## config.mk

```make
export PLATFORM = sky130hd
export DESIGN_NAME = dm_xfer_master
export DESIGN_NICKNAME = d
export VERILOG_FILES = /design/src/rtl/dm_pkg.sv /design/src/rtl/dm_xfer_cnt.sv /design/src/rtl/dm_xfer_master.sv
export SDC_FILE = /design/constraint.sdc
export NUM_CORES = 1
export LEC_CHECK = 0
export BUFFER_PORTS_ARGS = -buffer_cell sky130_fd_sc_hd__buf_4
export CORE_MARGIN = 1
export CORE_UTILIZATION = 29
export CTS_BUF_LIST = sky130_fd_sc_hd__clkbuf_8
export CTS_CLUSTER_DIAMETER = 120
export CTS_CLUSTER_SIZE = 25
export DETAILED_ROUTE_END_ITERATION = 8
export PLACE_DENSITY = 0.52
export RECOVER_POWER = 50
export SYNTH_ARGS = -nofsm -noshare
export SYNTH_HDL_FRONTEND = slang
export SYNTH_SLANG_ARGS = --single-unit
```

## constraint.sdc

```tcl
create_clock -name clk -period 3.3 [get_ports clk]
set_input_delay 0.495 -clock clk [delete_from_list [all_inputs] [get_ports clk]]
set_output_delay 0.495 -clock clk [all_outputs]
set_load 0.05 [all_outputs]
```

## src/rtl/dm_pkg.sv

```systemverilog
// Shared definitions for the DM transfer master: default widths, op codes, FSM encoding.
// CHK_S/CHK_D states are present only when DM_VERIFY_EN is defined.
package dm_pkg;

    localparam int ADDR_W_DEF = 8;
    localparam int DATA_W_DEF = 8;

    localparam logic OP_FILL = 1'b0;
    localparam logic OP_COPY = 1'b1;

    typedef enum logic [2:0] {
        ST_IDLE  = 3'd0,
        ST_RD    = 3'd1,
        ST_WR    = 3'd2,
`ifdef DM_VERIFY_EN
        ST_CHK_S = 3'd3,
        ST_CHK_D = 3'd4,
`endif
        ST_DONE  = 3'd5
    } dm_state_e;

endpackage

```

## src/rtl/dm_xfer_cnt.sv

```systemverilog
// Byte index for the transfer master: synchronous clear/increment, plus a flag
// marking the final byte of the current transfer.
module dm_xfer_cnt
    import dm_pkg::*;
#(
    parameter int ADDR_W = ADDR_W_DEF
) (
    input  logic              clk,
    input  logic              Reset,
    input  logic              clr_i,
    input  logic              inc_i,
    input  logic [ADDR_W-1:0] len_i,
    output logic [ADDR_W-1:0] idx_o,
    output logic              last_o
);

    localparam logic [ADDR_W-1:0] ONE = ADDR_W'(1);

    logic [ADDR_W-1:0] idx_q;
    logic [ADDR_W-1:0] idx_d;

    always_comb begin
        idx_d = idx_q;
        if (clr_i) begin
            idx_d = '0;
        end else if (inc_i) begin
            idx_d = idx_q + ONE;
        end
    end

    always_ff @(posedge clk) begin
        if (Reset) begin
            idx_q <= '0;
        end else begin
            idx_q <= idx_d;
        end
    end

    assign idx_o  = idx_q;
    assign last_o = (idx_q == (len_i - ONE));

endmodule

```

## src/rtl/dm_xfer_master.sv

```systemverilog
// FILL/COPY transfer engine driving a single-port data memory, one access per cycle.
// Optional DM_VERIFY_EN adds a read-back pass and a sticky err output.
module dm_xfer_master
    import dm_pkg::*;
#(
    parameter int ADDR_W = ADDR_W_DEF,
    parameter int DATA_W = DATA_W_DEF
) (
    input  logic              clk,
    input  logic              Reset,
    input  logic              start,
    input  logic              op,
    input  logic [ADDR_W-1:0] src,
    input  logic [ADDR_W-1:0] dst,
    input  logic [ADDR_W-1:0] len,
    input  logic [DATA_W-1:0] pattern,
    output logic              busy,
    output logic              done,
    output logic [ADDR_W-1:0] address,
    output logic [DATA_W-1:0] WriteD,
    output logic              MemRead,
    output logic              MemWrite,
    input  logic [DATA_W-1:0] ReadD
`ifdef DM_VERIFY_EN
    ,
    output logic              err
`endif
);

    localparam logic [ADDR_W-1:0] ONE = ADDR_W'(1);

    dm_state_e         state_q;
    logic              busy_q;
    logic              done_q;
    logic              rd_q;
    logic              wr_q;
    logic [ADDR_W-1:0] addr_q;
    logic [DATA_W-1:0] buf_q;
    logic              op_q;
    logic [ADDR_W-1:0] src_q;
    logic [ADDR_W-1:0] dst_q;
    logic [ADDR_W-1:0] len_q;
`ifdef DM_VERIFY_EN
    logic [DATA_W-1:0] pat_q;
    logic              err_q;
`endif

    logic [ADDR_W-1:0] idx;
    logic [ADDR_W-1:0] idx_nx;
    logic              last;
    logic              cnt_clr;
    logic              cnt_inc;

    assign idx_nx = idx + ONE;

    always_comb begin
        cnt_clr = 1'b0;
        cnt_inc = 1'b0;
        case (state_q)
            ST_IDLE: cnt_clr = start;
            ST_WR: begin
                cnt_inc = !last;
`ifdef DM_VERIFY_EN
                cnt_clr = last;
`endif
            end
`ifdef DM_VERIFY_EN
            ST_CHK_D: cnt_inc = !last;
`endif
            default: ;
        endcase
    end

    dm_xfer_cnt #(.ADDR_W(ADDR_W)) u_cnt (
        .clk    (clk),
        .Reset  (Reset),
        .clr_i  (cnt_clr),
        .inc_i  (cnt_inc),
        .len_i  (len_q),
        .idx_o  (idx),
        .last_o (last)
    );

    // Outputs are loaded together with the state they belong to, so every
    // port reflects the state being entered rather than the one being left.
    always_ff @(posedge clk) begin
        if (Reset) begin
            state_q <= ST_IDLE;
            busy_q  <= 1'b0;
            done_q  <= 1'b0;
            rd_q    <= 1'b0;
            wr_q    <= 1'b0;
            addr_q  <= '0;
            buf_q   <= '0;
`ifdef DM_VERIFY_EN
            err_q   <= 1'b0;
`endif
        end else begin
            case (state_q)
                ST_IDLE: begin
                    done_q <= 1'b0;
                    rd_q   <= 1'b0;
                    wr_q   <= 1'b0;
                    if (start) begin
                        op_q  <= op;
                        src_q <= src;
                        dst_q <= dst;
                        len_q <= len;
`ifdef DM_VERIFY_EN
                        pat_q <= pattern;
                        err_q <= 1'b0;
`endif
                        if (len == '0) begin
                            state_q <= ST_DONE;
                            done_q  <= 1'b1;
                        end else if (op == OP_COPY) begin
                            state_q <= ST_RD;
                            busy_q  <= 1'b1;
                            rd_q    <= 1'b1;
                            addr_q  <= src;
                        end else begin
                            state_q <= ST_WR;
                            busy_q  <= 1'b1;
                            wr_q    <= 1'b1;
                            addr_q  <= dst;
                            buf_q   <= pattern;
                        end
                    end
                end
                ST_RD: begin
                    state_q <= ST_WR;
                    buf_q   <= ReadD;
                    rd_q    <= 1'b0;
                    wr_q    <= 1'b1;
                    addr_q  <= dst_q + idx;
                end
                ST_WR: begin
                    wr_q <= 1'b0;
                    if (last) begin
`ifdef DM_VERIFY_EN
                        rd_q <= 1'b1;
                        if (op_q == OP_COPY) begin
                            state_q <= ST_CHK_S;
                            addr_q  <= src_q;
                        end else begin
                            state_q <= ST_CHK_D;
                            addr_q  <= dst_q;
                        end
`else
                        state_q <= ST_DONE;
                        busy_q  <= 1'b0;
                        done_q  <= 1'b1;
`endif
                    end else if (op_q == OP_COPY) begin
                        state_q <= ST_RD;
                        rd_q    <= 1'b1;
                        addr_q  <= src_q + idx_nx;
                    end else begin
                        wr_q    <= 1'b1;
                        addr_q  <= dst_q + idx_nx;
                    end
                end
`ifdef DM_VERIFY_EN
                // Verify pass: CHK_S snapshots the source byte into buf_q,
                // CHK_D compares the destination byte against it (or the pattern).
                ST_CHK_S: begin
                    state_q <= ST_CHK_D;
                    buf_q   <= ReadD;
                    addr_q  <= dst_q + idx;
                end
                ST_CHK_D: begin
                    if (ReadD != ((op_q == OP_COPY) ? buf_q : pat_q)) begin
                        err_q <= 1'b1;
                    end
                    if (last) begin
                        state_q <= ST_DONE;
                        rd_q    <= 1'b0;
                        busy_q  <= 1'b0;
                        done_q  <= 1'b1;
                    end else if (op_q == OP_COPY) begin
                        state_q <= ST_CHK_S;
                        addr_q  <= src_q + idx_nx;
                    end else begin
                        addr_q  <= dst_q + idx_nx;
                    end
                end
`endif
                ST_DONE: begin
                    state_q <= ST_IDLE;
                    done_q  <= 1'b0;
                end
                default: begin
                    state_q <= ST_IDLE;
                    busy_q  <= 1'b0;
                    done_q  <= 1'b0;
                    rd_q    <= 1'b0;
                    wr_q    <= 1'b0;
                end
            endcase
        end
    end

    assign busy     = busy_q;
    assign done     = done_q;
    assign address  = addr_q;
    assign WriteD   = buf_q;
    assign MemRead  = rd_q;
    assign MemWrite = wr_q;
`ifdef DM_VERIFY_EN
    assign err      = err_q;
`endif

endmodule

```

==> flow_summary.toml <==
[grt]
antenna_found_initial = 0
grt_pass1_vias = 2844
grt_first_pass_wirelength_mm = 14.50
track_usage_pct = 14.80
grt_max_degree = 27
grt.overflow.total = 0

[routing]
wl_mm = 8.789
drc_errors = 0
drt_iter0_drc = 113
wl_per_cell_um = 15.86
drt_pass1_iterations = 4
avgViaCountPerCell = 5.132
vias = 2843
ant_nets = 0

[job]
maxCapViolCount = 0

[place]
place_congestion = 0.7907
dp.cells = 546
portBuffers = 63
dp_hpwl_mm = 6.484

[sta]
finalSetupViolCount = 0
skew_ns = 0.01413
min_period_ns = 2.789
max_freq_mhz = 358.6
tightest_slew_ns = 0.9118
finalHoldViolCount = 0
worst_slew_margin_rel_pct = 39.21
tns_ns = 0
rsz0062_at_grt = "no"
period_share_pct = 84.50
slew_viol_final = 0

[die]
rows = 39
dieArea_mm2 = 0.01226
start_util_pct = 29.91
core_region_area_mm2 = 0.01147
io_pins = 64
die_x_um = 110.7
die_height_um = 110.7

[critical_path]
crit_type = "register to register"
critPathTopFamily = "adder cells"
critPathMaxStageDelay_ns = 0.62
worstPathArrival_ns = 2.98
worst-path-buf-inv = 0
cpMostUsedCell = "a21oi_1"
startpoint_type = "register"
worstRegToRegCells = 10
cp_cell_sequence = "mux2_2 > ha_1 > fa_1 > a21oi_1 > o21ai_0 > a21oi_1 > xor2_1 > o22ai_1 > nor3_1 > nor3_2"
cp.required_ns = 3.49
cp_slowest_cell = "edfxtp_1"
crit_fanout = 10
worstSetupEndpointType = "register"
cp.depth = 10

[clock_network]
cts_made_buffers = 5
clkLatencyLatePin_ns = 0.32
ctsHoldBuffers = 0
clkTransAtPathRegs_ns = 0.11
cts_resized = 0
root_buffer = "clkbuf_8"
clock_sinks = 56
cts_tree = "done"
postCtsSetupBuffers = 0
cts_max_level = 2
cts_buffer_depth = 2

[logic_synthesis]
synthesis.nets = 415
synthTopCellsByArea = "edfxtp_1, dfxtp_1, ha_1"
yosys_warnings = 0
synthCells = 353
syn_area_mm2 = 0.003430
async_flop_share_pct = 0
ys_seq_area_share_pct = 39.99
synth_top_area_share_pct = 21.89
ys_ff_latch = 56
syn_area_per_cell_um2 = 9.715
synthFlopType = "dfxtp_1"
synth_edf_count = 25
yosys.cell_types.count = 53
synth_top_area_cell = "edfxtp_1"

[power_and_ir_drop]
p_leak_nw = 1.554
vdd_drop_max_mv = 0.2262
p_per_area_mw_per_mm2 = 427.5
total_power_mw = 1.734

[final_layout]
nNetsFinal = 472
syn2layout_area_growth_pct = 18.28
fillers = 1169
multi_input_area_mm2 = 0.001954
n_antenna_cell = 0
seq_area_mm2 = 0.001371
layout.cells.non_filler = 554
drive_gt1_share_pct = 17.03

[run_status]
status = "completed"

[hold_path]
worstHoldPathCells = 1
hold_class = "input pin to register"
flip-flops by register name, indices dropped and copies added (netlist names):
signal,count
WriteD,8
src_q,8
MemWrite,1
len_q,8
dst_q,8
MemRead,1
state_q,3
done,1
busy,1
address,8
op_q,1
u_cnt.idx_o,8
layout by cell type (no fill, tap or decap), types with 9 or more instances in the layout:
cell type  synthesis  routed
a21oi_1           27      27
xor2_1            15      15
nor2_1            27      26
nor2b_1            9       9
edfxtp_1          25      25
clkbuf_4           0      18
buf_4              0      23
a211oi_1           9       9
xnor2_1           17      17
clkbuf_1          12      27
nand3_1           11      11
ha_1              16      16
mux2i_1           12      12
dfxtp_1           31      31
nand2_1           27      27
cell usage after synthesis, drive strengths merged (8+ instances only):
cell type and n:
nand2 27, nor2b 9, a211oi 9, xor2 15, nand3 11, a311oi 8
ha 16, nor2 27, dfxtp 31, clkbuf 12, nor3 11, a21oi 28
o21ai 8, mux2i 12, edfxtp 25, xnor2 17
power by group:
part           leakage (nW)  internal (mW)  switching [mW]  total (mW)
sequential            0.486          0.777          0.0416       0.819
clock                0.0583          0.229           0.239       0.468
combinational          1.01          0.154           0.293       0.447
worst register-to-register path: stages, from the launching register on:
cell,delay (ns)
edfxtp_1,0.62
mux2_2,0.39
ha_1,0.21
fa_1,0.42
a21oi_1,0.19
o21ai_0,0.12
a21oi_1,0.19
xor2_1,0.16
o22ai_1,0.09
nor3_1,0.20
nor3_2,0.07
worst paths after layout:
kind,endpoint,slack [ns],startpoint
min,src_q[2],0.38,src[2]
max reg2reg,address[6],0.51,op_q
max,address[6],0.51,op_q
min reg2reg,address[3],0.51,address[3]
per-layer routing:
| metal | part of all wire, % | vias to the layer above | GRT usage, % |
|---|---|---|---|
| met3 | 4.9 | 8 | 3.663 |
| met5 | 0 | - | 0 |
| met4 | 0.96 | 0 | 3.289 |
| met1 | 48 | 1340 | 19.97 |
| li1 | - | 1424 | - |
| met2 | 46 | 71 | 23.81 |
final cells by class:
type	count	area share, %
multi-input cells	272	48.18
flip-flops and latches	56	33.81
repair buffers	68	10.09
well taps	143	4.411
clock buffers	5	1.696
clock inverters	3	1.172
inverters	7	0.6477
cells by family after synthesis:
kind of cell	Yosys count	synth area share (%)
simple gates	113	17.80
compound gates	90	18.13
flops	56	39.99
xor+xnor	32	8.172
buf+inv	25	3.101
mux	19	5.801
fa+ha+maj	18	7.005
stage by stage:
stage / cell area, µm² / setup slack (ns) / hold WS, ns / util [%]
6_report: 4056 / 0.5114 / 0.3786 / 35.37
3_5_place_dp: 4041 / 0.5677 / 0.4918 / 35.24
2_1_floorplan: 3430 / 0.8648 / 0.5231 / -
5_1_grt: 4056 / 0.3068 / 0.3542 / 35.37
3_3_place_gp: 4041 / 0.5938 / 0.4870 / 35.24
4_1_cts: 4158 / 0.4836 / 0.3427 / 36.26
(Power assumes the default switching activity.)
